### config.mk
export PLATFORM = sky130hd
export DESIGN_NAME = bin_sched_ctrl
export DESIGN_NICKNAME = d
export VERILOG_FILES = /design/src/rtl/bin_sched_ctrl.sv
export SDC_FILE = /design/constraint.sdc
export NUM_CORES = 1
export LEC_CHECK = 0
export ABC_AREA = 1
export BUFFER_PORTS_ARGS = -buffer_cell sky130_fd_sc_hd__buf_2
export CAP_MARGIN = 20
export CORE_MARGIN = 2
export CORE_UTILIZATION = 55
export CTS_CLUSTER_SIZE = 25
export DETAILED_ROUTE_END_ITERATION = 12
export PLACE_DENSITY = 0.91
export SYNTH_ARGS = -nofsm -noshare
export SYNTH_HDL_FRONTEND = slang
export SYNTH_SLANG_ARGS = --single-unit
### constraint.sdc
create_clock -name clk -period 3.65 [get_ports clk]
set_input_delay 0.1825 -clock clk [delete_from_list [all_inputs] [get_ports clk]]
set_output_delay 0.1825 -clock clk [all_outputs]
set_load 0.01 [all_outputs]
### src/rtl/bin_sched_ctrl.sv
// Bin load/update and backtrack sequencer for the SAT engine datapath.
// Arbitrates two request streams, issues start pulses and tracks the resident bin.
module bin_sched_ctrl #(
   parameter int WIDTH_BIN_I = 10,
   parameter int NUM_BINS    = 42,
   parameter int WIDTH_LVL   = 10,
   parameter int TIMEOUT     = 1024,
   parameter int WIDTH_TO    = 11
) (
   input  logic                   clk,
   input  logic                   rst,
   input  logic                   bin_req_valid_i,
   input  logic [WIDTH_BIN_I-1:0] bin_req_num_i,
   output logic                   bin_req_ready_o,
   input  logic                   bkt_req_valid_i,
   input  logic [WIDTH_LVL-1:0]   bkt_lvl_i,
   output logic                   bkt_req_ready_o,
   output logic                   start_load_update_o,
   output logic                   first_load_update_o,
   output logic [WIDTH_BIN_I-1:0] request_bin_num_o,
   input  logic                   load_update_done_i,
   output logic                   start_backtrack_o,
   output logic [WIDTH_LVL-1:0]   bkt_lvl_o,
   input  logic                   bkt_done_i,
   output logic [WIDTH_BIN_I-1:0] cur_bin_o,
   output logic                   cur_bin_valid_o,
   output logic                   busy_o,
   output logic                   done_o,
   output logic                   err_range_o,
   output logic                   err_timeout_o
);

   typedef enum logic [2:0] {IDLE, LD_ISSUE, LD_WAIT, BK_ISSUE, BK_WAIT, FIN} state_t;

   localparam logic [WIDTH_TO-1:0]    TO_LAST   = WIDTH_TO'(TIMEOUT - 1);
   localparam logic [WIDTH_BIN_I-1:0] BIN_LIMIT = WIDTH_BIN_I'(NUM_BINS);

   state_t              state;
   logic [WIDTH_TO-1:0] to_cnt;
   logic                bin_acc;
   logic                bkt_acc;
   logic                wait_expired;

   // Backtrack has strict priority, so a pending backtrack masks bin readiness.
   assign bkt_req_ready_o = (state == IDLE);
   assign bin_req_ready_o = (state == IDLE) && !bkt_req_valid_i;
   assign bkt_acc         = bkt_req_valid_i && bkt_req_ready_o;
   assign bin_acc         = bin_req_valid_i && bin_req_ready_o;
   assign wait_expired    = (to_cnt == TO_LAST);

   // NOTE: all state and outputs use non-blocking assignments so every read sees pre-edge values.
   always_ff @(posedge clk) begin
      if (rst) begin
         state               <= IDLE;
         to_cnt              <= '0;
         start_load_update_o <= 1'b0;
         first_load_update_o <= 1'b0;
         request_bin_num_o   <= '0;
         start_backtrack_o   <= 1'b0;
         bkt_lvl_o           <= '0;
         cur_bin_o           <= '0;
         cur_bin_valid_o     <= 1'b0;
         busy_o              <= 1'b0;
         done_o              <= 1'b0;
         err_range_o         <= 1'b0;
         err_timeout_o       <= 1'b0;
      end else begin
         start_load_update_o <= 1'b0;
         first_load_update_o <= 1'b0;
         start_backtrack_o   <= 1'b0;
         done_o              <= 1'b0;
         err_range_o         <= 1'b0;
         case (state)
            IDLE: begin
               if (bkt_acc) begin
                  bkt_lvl_o         <= bkt_lvl_i;
                  start_backtrack_o <= 1'b1;
                  to_cnt            <= '0;
                  state             <= BK_ISSUE;
                  busy_o            <= 1'b1;
               end else if (bin_acc) begin
                  if (bin_req_num_i >= BIN_LIMIT) begin
                     err_range_o <= 1'b1;
                  end else if (cur_bin_valid_o && bin_req_num_i == cur_bin_o) begin
                     done_o <= 1'b1;
                     state  <= FIN;
                     busy_o <= 1'b1;
                  end else begin
                     request_bin_num_o   <= bin_req_num_i;
                     start_load_update_o <= 1'b1;
                     first_load_update_o <= !cur_bin_valid_o;
                     to_cnt              <= '0;
                     state               <= LD_ISSUE;
                     busy_o              <= 1'b1;
                  end
               end
            end
            LD_ISSUE: state <= LD_WAIT;
            LD_WAIT: begin
               if (load_update_done_i) begin
                  cur_bin_o       <= request_bin_num_o;
                  cur_bin_valid_o <= 1'b1;
                  done_o          <= 1'b1;
                  state           <= FIN;
               end else if (wait_expired) begin
                  err_timeout_o   <= 1'b1;
                  cur_bin_valid_o <= 1'b0;
                  state           <= IDLE;
                  busy_o          <= 1'b0;
               end else begin
                  to_cnt <= to_cnt + 1'b1;
               end
            end
            BK_ISSUE: state <= BK_WAIT;
            BK_WAIT: begin
               if (bkt_done_i) begin
                  done_o <= 1'b1;
                  state  <= FIN;
               end else if (wait_expired) begin
                  err_timeout_o   <= 1'b1;
                  cur_bin_valid_o <= 1'b0;
                  state           <= IDLE;
                  busy_o          <= 1'b0;
               end else begin
                  to_cnt <= to_cnt + 1'b1;
               end
            end
            FIN: begin
               state  <= IDLE;
               busy_o <= 1'b0;
            end
            default: begin
               state  <= IDLE;
               busy_o <= 1'b0;
            end
         endcase
      end
   end

endmodule

# Word level (Yosys, flattened, before mapping)

Index checks and enable logic that the tools add are counted.

Bitwise gates (word level): 6
$lt $le $gt $ge: 1
Reductions and logical operators: 22
Equal/unequal tests: 11
Add/subtract/negate cells: 1
Muxes and demuxes: 41

Operators with widths:

| operator                                              | count |
|---|---|
| two-way mux 11 bit                                    | 7 |
| one-hot mux 11 bit (3 select lines)                   | 1 |
| two-way mux 1 bit                                     | 21 |
| two-way mux 3 bit                                     | 7 |
| one-hot mux 3 bit (5 select lines)                    | 1 |
| adder 11 x 1 -> 11 bit, second input constant         | 1 |
| equality test 11 x 10 -> 1 bit, second input constant | 1 |
| equality test 10 bit                                  | 1 |
| >= comparator 10 x 6 -> 1 bit, second input constant  | 1 |
| AND reduction 5 bit                                   | 2 |
| AND reduction 2 bit                                   | 4 |
| equality test 3 x 2 -> 1 bit, second input constant   | 2 |
| inequality test 3 bit, second input constant          | 2 |
| inverter 1 bit                                        | 6 |
| AND reduction 6 bit                                   | 1 |
| OR reduction 6 bit                                    | 1 |
| OR reduction 5 bit                                    | 1 |
| logical AND 1 bit                                     | 4 |
| inequality test 2 bit, second input constant          | 2 |
| one-hot mux 1 bit (2 select lines)                    | 2 |
| one-hot mux 1 bit (4 select lines)                    | 1 |
| OR reduction 2 bit                                    | 2 |
| OR reduction 4 bit                                    | 1 |
| equality test 3 x 1 -> 1 bit, second input constant   | 1 |
| 8 further kinds                                       | 9 |

Input bits: 26
Output and inout port bits: 40
Flip-flop bits (word level): 52
Word-level logic and storage cells: 95

# Logic depth before layout (Yosys ltp)

Depth after elaboration: 7
Gate-level depth with buffers: 13
Depth with buffers taken out: 12

# Worst setup path before layout

Ideal clock, no wire load.

Kind: register to register
Start point: register to_cnt[0]
End point: register to_cnt[4]
Stages on the path, launching flop included: 13
Period minus slack after synthesis: 1647 ps
Required time: 3537 ps
Arrival: 1534 ps
Path buffers: 1
Path slack: 2003 ps
Setup time: 113 ps
Cell sequence: dfxtp_1 -> ha_1 -> nand3_1 -> nor2_2 -> nand3_2 -> clkinv_1 -> a21oi_4 -> nand2_4 -> nor2_8 -> buf_6 -> nand2_1 -> nand2_1 -> nor2_1

Word-level cells in the longest chain between the ends: 4

Ends and longest elaborated chain:

| element                                                                  | RTL line     | text |
|---|---|---|
| start, declared                                                          | 39           | `logic [WIDTH_TO-1:0] to_cnt;` |
| start signal, assigned                                                   | 111          | `to_cnt <= to_cnt + 1'b1;` |
| start signal, assigned                                                   | 125          | `to_cnt <= to_cnt + 1'b1;` |
| adder 11 x 1 -> 11 bit or equality test 11 x 10 -> 1 bit (tied branches) | 111, 125, 49 |  |
| two-way mux 11 bit *                                                     | 105, 119     |  |
| two-way mux 11 bit (on tied branches)                                    | 116, 100     |  |
| one-hot mux 11 bit (3 select lines) *                                    | 73           | `case (state)` |

Every way passes the cells marked *; elsewhere a longest branch is shown, timed or not. The select of a mux whose other input is x is not followed.
A chain may end at the register's enable or synchronous reset.

# Worst setup path in the final report

Start point: register state[0]
End point: register bkt_lvl_o[4]

Word-level cells in the longest chain between the ends: 3

Ends and longest elaborated chain:

| element                                | RTL line | text |
|---|---|---|
| start, declared                        | 38       | `state_t state;` |
| start signal, assigned                 | 54       | `state <= IDLE;` |
| start signal, assigned                 | 79       | `state <= BK_ISSUE;` |
| start signal, assigned                 | 86       | `state <= FIN;` |
| zero test 3 bit *                      | 45, 73   |  |
| logical AND 1 bit                      | 47       | `assign bkt_acc = bkt_req_valid_i && bkt_req_ready_o;` |
| AND reduction 2 bit (no source line) * | -        |  |
| end signal, assigned                   | 76       | `bkt_lvl_o <= bkt_lvl_i;` |
| end, declared                          | 23       | `output logic [WIDTH_LVL-1:0] bkt_lvl_o,` |

Every way passes the cells marked *; elsewhere a longest branch is shown, timed or not.

==> results list <==
- Status: finished, final reports clean
- Quantity of gates resized following cts: 0
- Wire length of the first global-routing pass: 10.1 mm
* TritonCTS Buffers: 5
- Detailed placement finished with a half-perimeter wire length of 4.36 mm.
- Number of buffers and inverters on the critical path: 1
- GRT Total Usage: 24.4%
- Number of buffers on the longest clock path: 2
- The share of the Yosys chip area taken by registers is 41.2%.
- Number of register bits inferred by synthesis: 52
* Critical path fanouts, max: 13
* Number of filler cells placed in the layout: 357
- Once the clock tree was built, the setup fixing pass inserted 0 buffers.
* Number of hold-slack violations in the final timing report: 0
- Total of max-cap violations: 0
- Crit path arrival time: 2.38 ns
- Largest net degree at the start of global routing: 42
- The endpoint identified for the worst register-to-register timing path is bkt_lvl_o[4]$_SDFFE_PP0P_.
- Overall routed net length: 6.03 mm
- Worst path top cell family by delay: simple AND/OR/NAND/NOR gates
* Slew at the pin closest to its max-slew limit: 0.668 ns
- TritonCTS built the clock tree.
- The average instance in the mapped netlist occupies 6.85 um^2.
- The count of buffers added on input and output ports is 65.
- Summed over all cells, the static leakage comes to 1.53 nW.
- Most frequent cell on the critical path: nand2_1
- VDD sags by at most 0.000295 V.
- Drt pass-1 iters: 4
* Routability Congestion: 0.911
* Layout-stage area growth over the synthesis result: 19.8%
- Initial antenna violation count: 0
- The largest individual stage delay along the critical path comes from the cell nor2_1.
- Synth warn: 0
* Max-slew violations: 0
- Number of nets in the final layout: 459
- The clock reaches the later pin of the worst-skew pair after 0.31 ns.
- The synthesized netlist occupies a cell area of 2530 um^2.
- Vert. Die Dim: 71.8 um
* Commonest cells after routing, fill and taps aside: nand2_1, buf_2, dfxtp_1
- Class of the worst hold path: primary input to flop
* Net count after synthesis: 396
- The first routing iteration left 167 violations.
* Setup Skew: 0.00714 ns
- Hold timing on the final database bottoms out at a slack of 0.0569 ns.
- The H-tree generated during clock tree synthesis spans 2 levels.
- Kind of end point of the critical path: flop
- Setup slack on the worst reg-to-reg path comes out at 1.53 ns.
- Crit share post-route: 58.2%
- Measured in cells, the most critical reg-to-reg path has a length of 7.
- Number of routed nets with antenna violations: 0
- Wire length per cell after detailed routing: 12.4 um
* Clock power share: 26.1%
* Hold-fix buffers at CTS: 0
* Comb power frac: 32.0%
* Worst setup endpoint: bkt_lvl_o[4]$_SDFFE_PP0P_
* Tmin final: 2.12 ns
- Sequential cells burn 41.9% of the power.
- For the final routed database, the setup TNS stands at 0 ns.
* Number of global-route vias before repair: 2,369
* Max frequency: 471 MHz
* Root cell of the clock tree: clkbuf_8
- Biggest cell delay along the critical path: 0.63 ns
- Once the floorplan was initialized, standard cells occupied 57.6% of the core.
- The startpoint identified for the worst register-to-register timing path is state[0]$_SDFFE_PP0P_.
- DIE AREA: 5150 um^2
- The library cell used most frequently in the layout, excluding fill and tap cells, is nand2_1.
* Final antenna diode count: 0
* Total power divided by cell area: 586 nW/um^2
* Clock-pin slew on the worst setup and hold paths: 0.09 ns
- In this run switching power makes up 36.0% of total power.
- In this run the count of I/O pins placed on the die edge is 66.
- In the synthesized netlist, the number of instances is 369.
- Total number of cells along the worst setup path: 7
- The worst setup path is launched from a flop.
- Setup repair after global routing left no endpoint under its margin.
- The synthesized netlist contains 35 unique library cells.
- In this run the worst setup path begins at state[0]$_SDFFE_PP0P_.
- Dividing the detail-routed via count by the number of cells gives 5.31.
- The post-route netlist has 22.7% of its cells at a drive strength greater than 1.
* Core ar.: 4380 um^2
- Internal power comes to 0.00113 W.
- In this run the horizontal extent of the chip is 71.8 um.
* Psw: 0.000639 W
* Crit path kind: flop to flop
- For this run, design rule violations remaining after detail routing come to 0.
- Setup violations remaining at the end of the flow were counted as 0.
- The total overflow left after global routing is 0.
- Number of standard-cell rows in the floorplan: 24
- The final route contains 2,571 vias.
* Relative slew slack: 55.3%
- Number of sinks handled by clock tree synthesis: 52
* Worst path required time: 3.91 ns
- Critical-path cell list: nor2_4 -> inv_1 -> nor2_1 -> nand2_1 -> nor2_1 -> nand2_1 -> nand2_1
==> worst reg2reg max path, stage by stage (launching register included) <==
cell and delay [ns]:
dfxtp_1 0.40, nor2_4 0.19, inv_1 0.07, nor2_1 0.23, nand2_1 0.36, nor2_1 0.64, nand2_1 0.12, nand2_1 0.08
==> power groups by stage <==
stage / sequential (W) / clock (W) / combinational (W)
final: 0.000743 / 0.000464 / 0.000567
after global routing: 0.000754 / 0.000490 / 0.000645
after CTS: 0.000741 / 0.000467 / 0.000560
after detailed placement: 0.000753 / 0 / 0.000557
after global placement: 0.000748 / 0 / 0.000539
after floorplan: 0.000758 / 0 / 0.000413
==> final cells by class <==
cell class	count	area (um^2)	area share, %
flip-flops and latches	52	1040	34.4
repair buffers	66	353	11.7
multi-input cells	260	1260	41.7
inverters	47	176	5.83
clock buffers	5	68.8	2.27
well taps	52	65.1	2.15
clock inverters	2	60.1	1.98
==> sequential cells by signal, summed over array words and instances, names as in the netlist <==
register and count:
to_cnt 11, done_o 1, state 3, cur_bin_o 10, err_range_o 1, cur_bin_valid_o 1, busy_o 1, bkt_lvl_o 10
err_timeout_o 1, request_bin_num_o 10, start_load_update_o 1, first_load_update_o 1, start_backtrack_o 1
==> cells by family after synthesis <==
| group | count (synthesis) | share of synthesized area, % |
|---|---|---|
| buffers and inverters | 57 | 8.82 |
| and+or+nand+nor | 203 | 37.2 |
| adders and majority gates | 1 | 0.495 |
| DFF | 52 | 41.2 |
| AOI/OAI and AO/OA | 56 | 12.3 |
==> how the worst min path moves through the flow <==
stage	startpoint	to	slack, ns	cells past startpoint
floorplan	bkt_lvl_i[0]	bkt_lvl_o[0]$_SDFFE_PP0P_	0.29	2
global placement	bkt_lvl_i[8]	bkt_lvl_o[8]$_SDFFE_PP0P_	0.37	3
detailed placement	bkt_lvl_i[8]	bkt_lvl_o[8]$_SDFFE_PP0P_	0.38	3
CTS	bkt_lvl_i[7]	bkt_lvl_o[7]$_SDFFE_PP0P_	0.06	3
global route	bkt_lvl_i[3]	bkt_lvl_o[3]$_SDFFE_PP0P_	0.06	3
finish	bkt_lvl_i[8]	bkt_lvl_o[8]$_SDFFE_PP0P_	0.06	3
==> metrics by stage <==
step | setup WS, ns | util (%) | instances | power, W | cell area (um^2)
after detailed placement | 1.55 | 65.5 | 476 | 0.00131 | 2870
after floorplan | 2.00 | - | 369 | 0.00117 | 2530
after CTS | 1.55 | 68.4 | 483 | 0.00177 | 3000
after global placement | 1.56 | 65.5 | 476 | 0.00129 | 2870
final | 1.53 | 69.0 | 484 | 0.00177 | 3030
after global routing | 1.34 | 69.0 | 484 | 0.00189 | 3030
==> per-layer routing <==
layer	vias up	wire (um)	track usage, %
li1	1302	-	-
met1	1166	2700	31.9
met2	89	2840	40.8
met3	14	359	4.22
met4	0	126	8.60
met5	-	0	0
==> Yosys cell counts <==
cell | instances | area, um^2
nand2_1 | 98 | 368
dfxtp_1 | 52 | 1040
nor2_1 | 47 | 176
inv_1 | 41 | 154
nand3_1 | 30 | 150
a21oi_1 | 23 | 115
o21ai_0 | 17 | 85.1
nand4_1 | 8 | 50.1
clkbuf_1 | 7 | 26.3
o21ai_1 | 7 | 35.0
inv_2 | 5 | 18.8
nand2_4 | 3 | 33.8
nand3_2 | 3 | 30.0
or2_2 | 3 | 18.8
a31oi_1 | 2 | 12.5
nand2_2 | 2 | 12.5
nor2_4 | 2 | 22.5
o211ai_1 | 2 | 15.0
a21boi_1 | 1 | 7.51
a21oi_2 | 1 | 8.76
a21oi_4 | 1 | 16.3
a31o_2 | 1 | 8.76
buf_1 | 1 | 3.75
buf_2 | 1 | 5.00
buf_6 | 1 | 11.3
clkinv_1 | 1 | 3.75
ha_1 | 1 | 12.5
nand3_4 | 1 | 17.5
nor2_2 | 1 | 6.26
nor2_8 | 1 | 20.0
nor3_1 | 1 | 5.00
nor3_4 | 1 | 16.3
nor4_1 | 1 | 6.26
o22ai_1 | 1 | 6.26
or3_1 | 1 | 6.26
(Power assumes the default switching activity.)
